===== config.mk =====
export PLATFORM = sky130hd
export DESIGN_NAME = invader_march_ctrl_flat
export DESIGN_NICKNAME = d
export VERILOG_FILES = /design/src/rtl/invader_march_ctrl_pkg.sv /design/src/rtl/invader_march_ctrl_if.sv /design/src/rtl/invader_march_ctrl_tick_div.sv /design/src/rtl/invader_march_ctrl.sv /design/src/flat_wrapper.sv
export SDC_FILE = /design/constraint.sdc
export NUM_CORES = 1
export LEC_CHECK = 0
export BUFFER_PORTS_ARGS = -buffer_cell sky130_fd_sc_hd__clkbuf_2
export CORE_ASPECT_RATIO = 0.5
export CORE_MARGIN = 10
export CORE_UTILIZATION = 50
export CTS_CLUSTER_DIAMETER = 120
export CTS_CLUSTER_SIZE = 30
export DETAILED_ROUTE_END_ITERATION = 12
export GPL_TIMING_DRIVEN = 1
export MAX_ROUTING_LAYER = met4
export PLACE_DENSITY = 0.74
export SLEW_MARGIN = 5
export SYNTH_ARGS = -nofsm -noshare
export SYNTH_HDL_FRONTEND = slang
export SYNTH_HIERARCHICAL = 1
export SYNTH_SLANG_ARGS = --single-unit

===== constraint.sdc =====
create_clock -name CLK -period 3.9 [get_ports CLK]
set_input_delay 0.39 -clock CLK [delete_from_list [all_inputs] [get_ports CLK]]
set_output_delay 0.39 -clock CLK [all_outputs]
set_load 0.05 [all_outputs]

===== src/rtl/invader_march_ctrl_pkg.sv =====
// Shared types and defaults for the invader formation march controller.
package march_pkg;

    typedef enum logic [1:0] {
        IDLE   = 2'd0,
        MARCH  = 2'd1,
        LANDED = 2'd2
    } state_t;

    localparam int unsigned X_INIT_DEF = 64;
    localparam int unsigned Y_INIT_DEF = 32;
    localparam int unsigned X_MIN_DEF  = 16;
    localparam int unsigned X_MAX_DEF  = 400;
    localparam int unsigned H_STEP_DEF = 4;
    localparam int unsigned V_STEP_DEF = 16;
    localparam int unsigned Y_LAND_DEF = 384;
    localparam int unsigned SPD_SH_DEF = 2;

    localparam logic DIR_R = 1'b1;
    localparam logic DIR_L = 1'b0;

endpackage


===== src/rtl/invader_march_ctrl_if.sv =====
// Control/position bundle between the timing generator, the march controller and the renderer.
interface invader_march_ctrl_if #(
    parameter int unsigned XW = 10,
    parameter int unsigned YW = 9,
    parameter int unsigned AW = 6
);
    logic          start;
    logic          mueva;
    logic          freeze;
    logic [AW-1:0] alive;
    logic [XW-1:0] pos_x;
    logic [YW-1:0] pos_y;
    logic          dir;
    logic          step_r;
    logic          step_l;
    logic          step_d;
    logic          landed;

    modport master (
        output start, mueva, freeze, alive,
        input  pos_x, pos_y, dir, step_r, step_l, step_d, landed
    );

    modport slave (
        input  start, mueva, freeze, alive,
        output pos_x, pos_y, dir, step_r, step_l, step_d, landed
    );
endinterface


===== src/rtl/invader_march_ctrl_tick_div.sv =====
// Alive-scaled tick divider: fires on the qualifying tick that finds the counter at zero.
module march_tick_div #(
    parameter int unsigned AW     = 6,
    parameter int unsigned SPD_SH = 2
) (
    input  logic          CLK,
    input  logic          RST,
    input  logic          qual,
    input  logic          load,
    input  logic [AW-1:0] alive,
    output logic          fire
);
    logic [AW-1:0] cnt;
    logic [AW-1:0] reload;

    assign reload = alive >> SPD_SH;
    assign fire   = qual && !load && (cnt == '0);

    always_ff @(posedge CLK) begin
        if (!RST) begin
            cnt <= '0;
        end else if (load) begin
            cnt <= reload;
        end else if (qual) begin
            cnt <= (cnt == '0) ? reload : cnt - AW'(1);
        end
    end
endmodule


===== src/rtl/invader_march_ctrl.sv =====
// Formation movement FSM and position datapath; step cadence comes from march_tick_div.
module invader_march_ctrl
    import march_pkg::*;
#(
    parameter int unsigned XW     = 10,
    parameter int unsigned YW     = 9,
    parameter int unsigned AW     = 6,
    parameter int unsigned X_INIT = X_INIT_DEF,
    parameter int unsigned Y_INIT = Y_INIT_DEF,
    parameter int unsigned X_MIN  = X_MIN_DEF,
    parameter int unsigned X_MAX  = X_MAX_DEF,
    parameter int unsigned H_STEP = H_STEP_DEF,
    parameter int unsigned V_STEP = V_STEP_DEF,
    parameter int unsigned Y_LAND = Y_LAND_DEF,
    parameter int unsigned SPD_SH = SPD_SH_DEF
) (
    input logic                 CLK,
    input logic                 RST,
    invader_march_ctrl_if.slave bus
);
    // Limits widened by one bit so the edge tests cannot wrap.
    localparam logic [XW:0] X_MAX_W  = (XW+1)'(X_MAX);
    localparam logic [XW:0] X_LO_W   = (XW+1)'(X_MIN + H_STEP);
    localparam logic [XW:0] H_STEP_W = (XW+1)'(H_STEP);
    localparam logic [YW:0] V_STEP_W = (YW+1)'(V_STEP);
    localparam logic [YW:0] Y_LAND_W = (YW+1)'(Y_LAND);

    state_t        state, state_n;
    logic [XW-1:0] pos_x, pos_x_n;
    logic [YW-1:0] pos_y, pos_y_n;
    logic          dir, dir_n;
    logic          step_r, step_r_n, step_l, step_l_n, step_d, step_d_n;
    logic          landed, landed_n;
    logic          qual, fire, descend;
    logic [XW:0]   x_up, x_dn;
    logic [YW:0]   y_dn;

    assign qual = bus.mueva && (state == MARCH) && !bus.freeze && (bus.alive != '0);

    march_tick_div #(.AW(AW), .SPD_SH(SPD_SH)) u_div (
        .CLK   (CLK),
        .RST   (RST),
        .qual  (qual),
        .load  (bus.start),
        .alive (bus.alive),
        .fire  (fire)
    );

    assign x_up = {1'b0, pos_x} + H_STEP_W;
    assign x_dn = {1'b0, pos_x} - H_STEP_W;
    assign y_dn = {1'b0, pos_y} + V_STEP_W;

    always_comb begin
        state_n  = state;
        pos_x_n  = pos_x;
        pos_y_n  = pos_y;
        dir_n    = dir;
        step_r_n = 1'b0;
        step_l_n = 1'b0;
        step_d_n = 1'b0;
        landed_n = landed;
        descend  = 1'b0;
        if (bus.start) begin
            state_n  = MARCH;
            pos_x_n  = XW'(X_INIT);
            pos_y_n  = YW'(Y_INIT);
            dir_n    = DIR_R;
            landed_n = 1'b0;
        end else if (fire) begin
            if (dir == DIR_R) begin
                if (x_up <= X_MAX_W) begin
                    pos_x_n  = x_up[XW-1:0];
                    step_r_n = 1'b1;
                end else begin
                    descend = 1'b1;
                end
            end else begin
                if ({1'b0, pos_x} >= X_LO_W) begin
                    pos_x_n  = x_dn[XW-1:0];
                    step_l_n = 1'b1;
                end else begin
                    descend = 1'b1;
                end
            end
            if (descend) begin
                pos_y_n  = y_dn[YW-1:0];
                dir_n    = ~dir;
                step_d_n = 1'b1;
                if (y_dn >= Y_LAND_W) begin
                    state_n  = LANDED;
                    landed_n = 1'b1;
                end
            end
        end
    end

    always_ff @(posedge CLK) begin
        if (!RST) begin
            state  <= IDLE;
            pos_x  <= XW'(X_INIT);
            pos_y  <= YW'(Y_INIT);
            dir    <= DIR_R;
            step_r <= 1'b0;
            step_l <= 1'b0;
            step_d <= 1'b0;
            landed <= 1'b0;
        end else begin
            state  <= state_n;
            pos_x  <= pos_x_n;
            pos_y  <= pos_y_n;
            dir    <= dir_n;
            step_r <= step_r_n;
            step_l <= step_l_n;
            step_d <= step_d_n;
            landed <= landed_n;
        end
    end

    assign bus.pos_x  = pos_x;
    assign bus.pos_y  = pos_y;
    assign bus.dir    = dir;
    assign bus.step_r = step_r;
    assign bus.step_l = step_l;
    assign bus.step_d = step_d;
    assign bus.landed = landed;
endmodule


===== src/flat_wrapper.sv =====
// flat-port wrapper written by rule: the top's interface ports become plain ports
module invader_march_ctrl_flat import march_pkg::*;
#(
    parameter int unsigned XW     = 10,
    parameter int unsigned YW     = 9,
    parameter int unsigned AW     = 6,
    parameter int unsigned X_INIT = X_INIT_DEF,
    parameter int unsigned Y_INIT = Y_INIT_DEF,
    parameter int unsigned X_MIN  = X_MIN_DEF,
    parameter int unsigned X_MAX  = X_MAX_DEF,
    parameter int unsigned H_STEP = H_STEP_DEF,
    parameter int unsigned V_STEP = V_STEP_DEF,
    parameter int unsigned Y_LAND = Y_LAND_DEF,
    parameter int unsigned SPD_SH = SPD_SH_DEF
)
  (CLK, RST, bus_start, bus_mueva, bus_freeze, bus_alive, bus_pos_x, bus_pos_y, bus_dir, bus_step_r, bus_step_l, bus_step_d, bus_landed);
  invader_march_ctrl_if #(.XW(XW), .YW(YW), .AW(AW)) bus_i ();
  input logic CLK;
  input logic RST;
  input wire logic [$bits(bus_i.start)-1:0] bus_start;
  input wire logic [$bits(bus_i.mueva)-1:0] bus_mueva;
  input wire logic [$bits(bus_i.freeze)-1:0] bus_freeze;
  input wire logic [$bits(bus_i.alive)-1:0] bus_alive;
  output wire logic [$bits(bus_i.pos_x)-1:0] bus_pos_x;
  output wire logic [$bits(bus_i.pos_y)-1:0] bus_pos_y;
  output wire logic [$bits(bus_i.dir)-1:0] bus_dir;
  output wire logic [$bits(bus_i.step_r)-1:0] bus_step_r;
  output wire logic [$bits(bus_i.step_l)-1:0] bus_step_l;
  output wire logic [$bits(bus_i.step_d)-1:0] bus_step_d;
  output wire logic [$bits(bus_i.landed)-1:0] bus_landed;
  assign bus_i.start = bus_start;
  assign bus_i.mueva = bus_mueva;
  assign bus_i.freeze = bus_freeze;
  assign bus_i.alive = bus_alive;
  assign bus_pos_x = bus_i.pos_x;
  assign bus_pos_y = bus_i.pos_y;
  assign bus_dir = bus_i.dir;
  assign bus_step_r = bus_i.step_r;
  assign bus_step_l = bus_i.step_l;
  assign bus_step_d = bus_i.step_d;
  assign bus_landed = bus_i.landed;
  invader_march_ctrl #(.XW(XW), .YW(YW), .AW(AW), .X_INIT(X_INIT), .Y_INIT(Y_INIT), .X_MIN(X_MIN), .X_MAX(X_MAX), .H_STEP(H_STEP), .V_STEP(V_STEP), .Y_LAND(Y_LAND), .SPD_SH(SPD_SH)) u_core (.CLK(CLK), .RST(RST), .bus(bus_i));
endmodule

==> results.toml <==
[sta]
finalCriticalPeriod_ns = 3.378
max_freq_ghz = 0.2960
finClkSkew_ns = 0.003480
finalSetupTns_ns = 0
slew_viol_final = 0
tightest_slew_ns = 0.7321
rsz0062_at_grt = "no"
max-slew-margin-rel_pct = 51.19
final_hold_viol_count = 0
finalCritPeriodShare_pct = 86.61
setup_violations = 0

[yosys]
synth_ff_type = "dfxtp_1"
async_flop_share_pct = 0
synthCells = 207
synth_edf_count = 0
yosysSeqAreaShare_pct = 29.07
syn_area_um2 = 1722
netlist_top_cells_area = "dfxtp_1 29%, ha_1 5.1%, a21oi_1 4.4%"
ys_warn_count = 6
syn_avg_cell_area_um2 = 8.317
synth_seq_cells = 25
yosys.area.top_type = "dfxtp_1"
synth.distinct_cells = 56
synth_top_area_share_pct = 29.07

[power_and_ir_drop]
p_comb_share_pct = 12.3
finalPower_mw = 0.4820
p_per_area_nw_per_um2 = 259.9
swShare_pct = 27.14
pwr-share-seq_pct = 55.1
vdd_drop_max_mv = 0.1454
power.leakage_nw = 0.6796
switchingPower_mw = 0.1308
clkPwrFrac_pct = 32.6
intPower_mw = 0.3512

[global_routing]
antenna_found_initial = 0
grt_start_max_net_pins = 17
grt.busiest_layer = "met2"
use_met2_pct = 21.26
grtUsageMet3_pct = 3.575
grt.total_usage_pct = 13.19
grt_overflow = 0
grt_first_pass_wirelength_mm = 6.617
grt_pass1_vias = 1441
use_met1_pct = 16.05

[floorplanning]
fp-row-count = 14
die_h_um = 61.50
design.die.area_um2 = 6333
die_x_um = 103.0
io_pins = 35
core_um2 = 3153
start_util_pct = 54.60

[clock_network]
cts_resized = 0
cts_root_buf = "clkbuf_8"
postCtsSetupBuffers = 0
cts_sinks = 25
clk_latency_ns = 0.27
cts_buffers = 3
cts_tree = "yes"
htree_levels = 1
hold_buffers = 0
clockBufferDepth = 2
clk_pin_slew_ns = 0.09

[worst_setup_path]
crit_family = "simple AND/OR/NAND/NOR gates"
slowest_stage = "or4bb_2"
end_kind = "flip-flop"
start_kind = "flip-flop"
reg2reg_from = "u_core/bus.landed"
path_max_fanout = 12
cpMostUsedCell = "a21oi_1"
crit_arrival_ns = 3.58
cp.required_ns = 4.11
worstSetupPathType = "reg2reg"
crit_path_max_incr_delay_ns = 0.63
startpoint = "u_core/bus.landed"
crit_path_cell_trace = "nand4bb_1 -> a21oi_1 -> or4bb_2 -> nor4_1 -> inv_1 -> or4_1 -> a21oi_1"
cp.buffers_inverters = 1

[placement]
place_congestion = 0.8297
numPortBuffers = 28
hpwl_mm = 2.991

[route]
viasPerCell = 6.121
drt_iter0_drc = 115
wirelength_mm = 4.062
wl_per_cell_um = 15.33
drt_first_pass_iters = 4
drc = 0
ant_nets = 0
routed-via-count = 1622

[layout]
ff_latch_area_um2 = 500.5
layout-drive-gt1-share_pct = 18.67
multi_input_area_um2 = 1084
fillCellCount = 315
final_nets = 244
antenna_cells = 0
area_growth_pct = 7.704

[hold_path]
hold_path_class = "in2reg"
hp-start = "bus_alive[5]"

[flow_run]
maxCapViolCount = 0

[status]
status = "complete, no violations"
==> path summary, 6_finish.rpt <==
kind,endpoint,slack [ns],cells after the start
hold reg to reg,u_core/state[0],0.46,2
setup reg to reg,u_core/bus.pos_y[4],0.52,7
setup / recovery,u_core/bus.pos_y[4],0.52,7
hold / removal,u_core/u_div/cnt[3],0.38,3
==> worst min-delay path: stages <==
cell	delay (ns)
clkbuf_2	0.09
inv_1	0.06
a2111oi_0	0.08
==> cells in the final DEF, fill, tap and decap left out, drive strengths merged, types with 3 or more instances in the layout <==
master,instances
clkbuf,31
dfxtp,25
a21oi,15
nand2,15
nor2,11
o21ai,11
nor4,10
inv,9
nand2b,7
ha,7
nand3,6
conb,6
a211oi,5
nand4,4
nor2b,4
or3,4
or4,4
mux2i,3
and3,3
o31ai,3
nor3,3
nand3b,3
o311ai,3
a2111oi,3
==> cell type report <==
type / instances / share of cell area (%)
repair buffers: 28 / 7.557
flip-flops and latches: 25 / 26.99
multi-input cells: 159 / 58.43
clock inverters: 1 / 0.2699
well taps: 40 / 2.699
inverters: 9 / 1.822
clock buffers: 3 / 2.227
==> per-layer routing <==
metal | routed length (µm) | up-vias
li1 | - | 803
met1 | 1934 | 769
met2 | 1858 | 46
met3 | 236 | 4
met4 | 33 | 0
met5 | 0 | -
==> flip-flops by register name, summed over array words and instances, names as in the netlist <==
name and count:
u_core/bus.dir 1, u_core/bus.landed 1, u_core/bus.pos_x 8, u_core/bus.pos_y 5, u_core/bus.step_d 1, u_core/bus.step_l 1
u_core/bus.step_r 1, u_core/state 1, u_core/u_div/cnt 6
==> kinds of logic (layout without fill, tap and decap cells) <==
logic type,after synthesis,count (layout),synth area share (%)
and+or+nand+nor,85,85,29.43
AOI/OAI and AO/OA,56,56,24.35
buffers and inverters,28,41,9.084
DFF,25,25,29.07
adders and majority gates,7,7,5.087
muxes,3,3,1.744
xor gates and xnor gates,2,2,1.018
other,1,6,0.2178
==> through the flow <==
step	worst slack, ns	cells	util (%)	hold WS, ns	area [µm²]
2_1_floorplan	1.097	212	-	0.4283	1740
3_3_place_gp	0.5249	261	57.34	0.4477	1808
3_5_place_dp	0.4208	261	57.34	0.4488	1808
4_1_cts	0.5393	265	58.81	0.3820	1854
5_1_grt	0.2053	265	58.81	0.4015	1854
6_report	0.5222	265	58.81	0.3819	1854
==> power by group through the flow <==
stage	logic [mW]	registers [mW]	clock network, mW
2_1_floorplan	0.0488	0.271	0
5_1_grt	0.0643	0.267	0.169
3_5_place_dp	0.0583	0.272	0
6_report	0.0591	0.266	0.157
4_1_cts	0.0588	0.266	0.162
3_3_place_gp	0.0568	0.271	0
==> cell usage after synthesis (all sizes together), types with 2 or more instances <==
cell type / count
nand2b: 7
nand4: 4
nand3: 6
ha: 7
inv: 9
o211a: 2
and3: 3
a31oi: 2
or4: 4
mux2i: 3
a21oi: 15
xnor2: 2
nor4: 10
o21a: 2
nand3b: 3
a32oi: 2
nand2: 15
o311ai: 3
o21ai: 11
clkbuf: 5
buf: 14
a211oi: 5
o41ai: 2
o31ai: 3
dfxtp: 25
nor3: 3
or3: 4
nand4b: 2
nor2: 11
nor2b: 4
a2111oi: 3
Power figures use the tool's default switching activity.
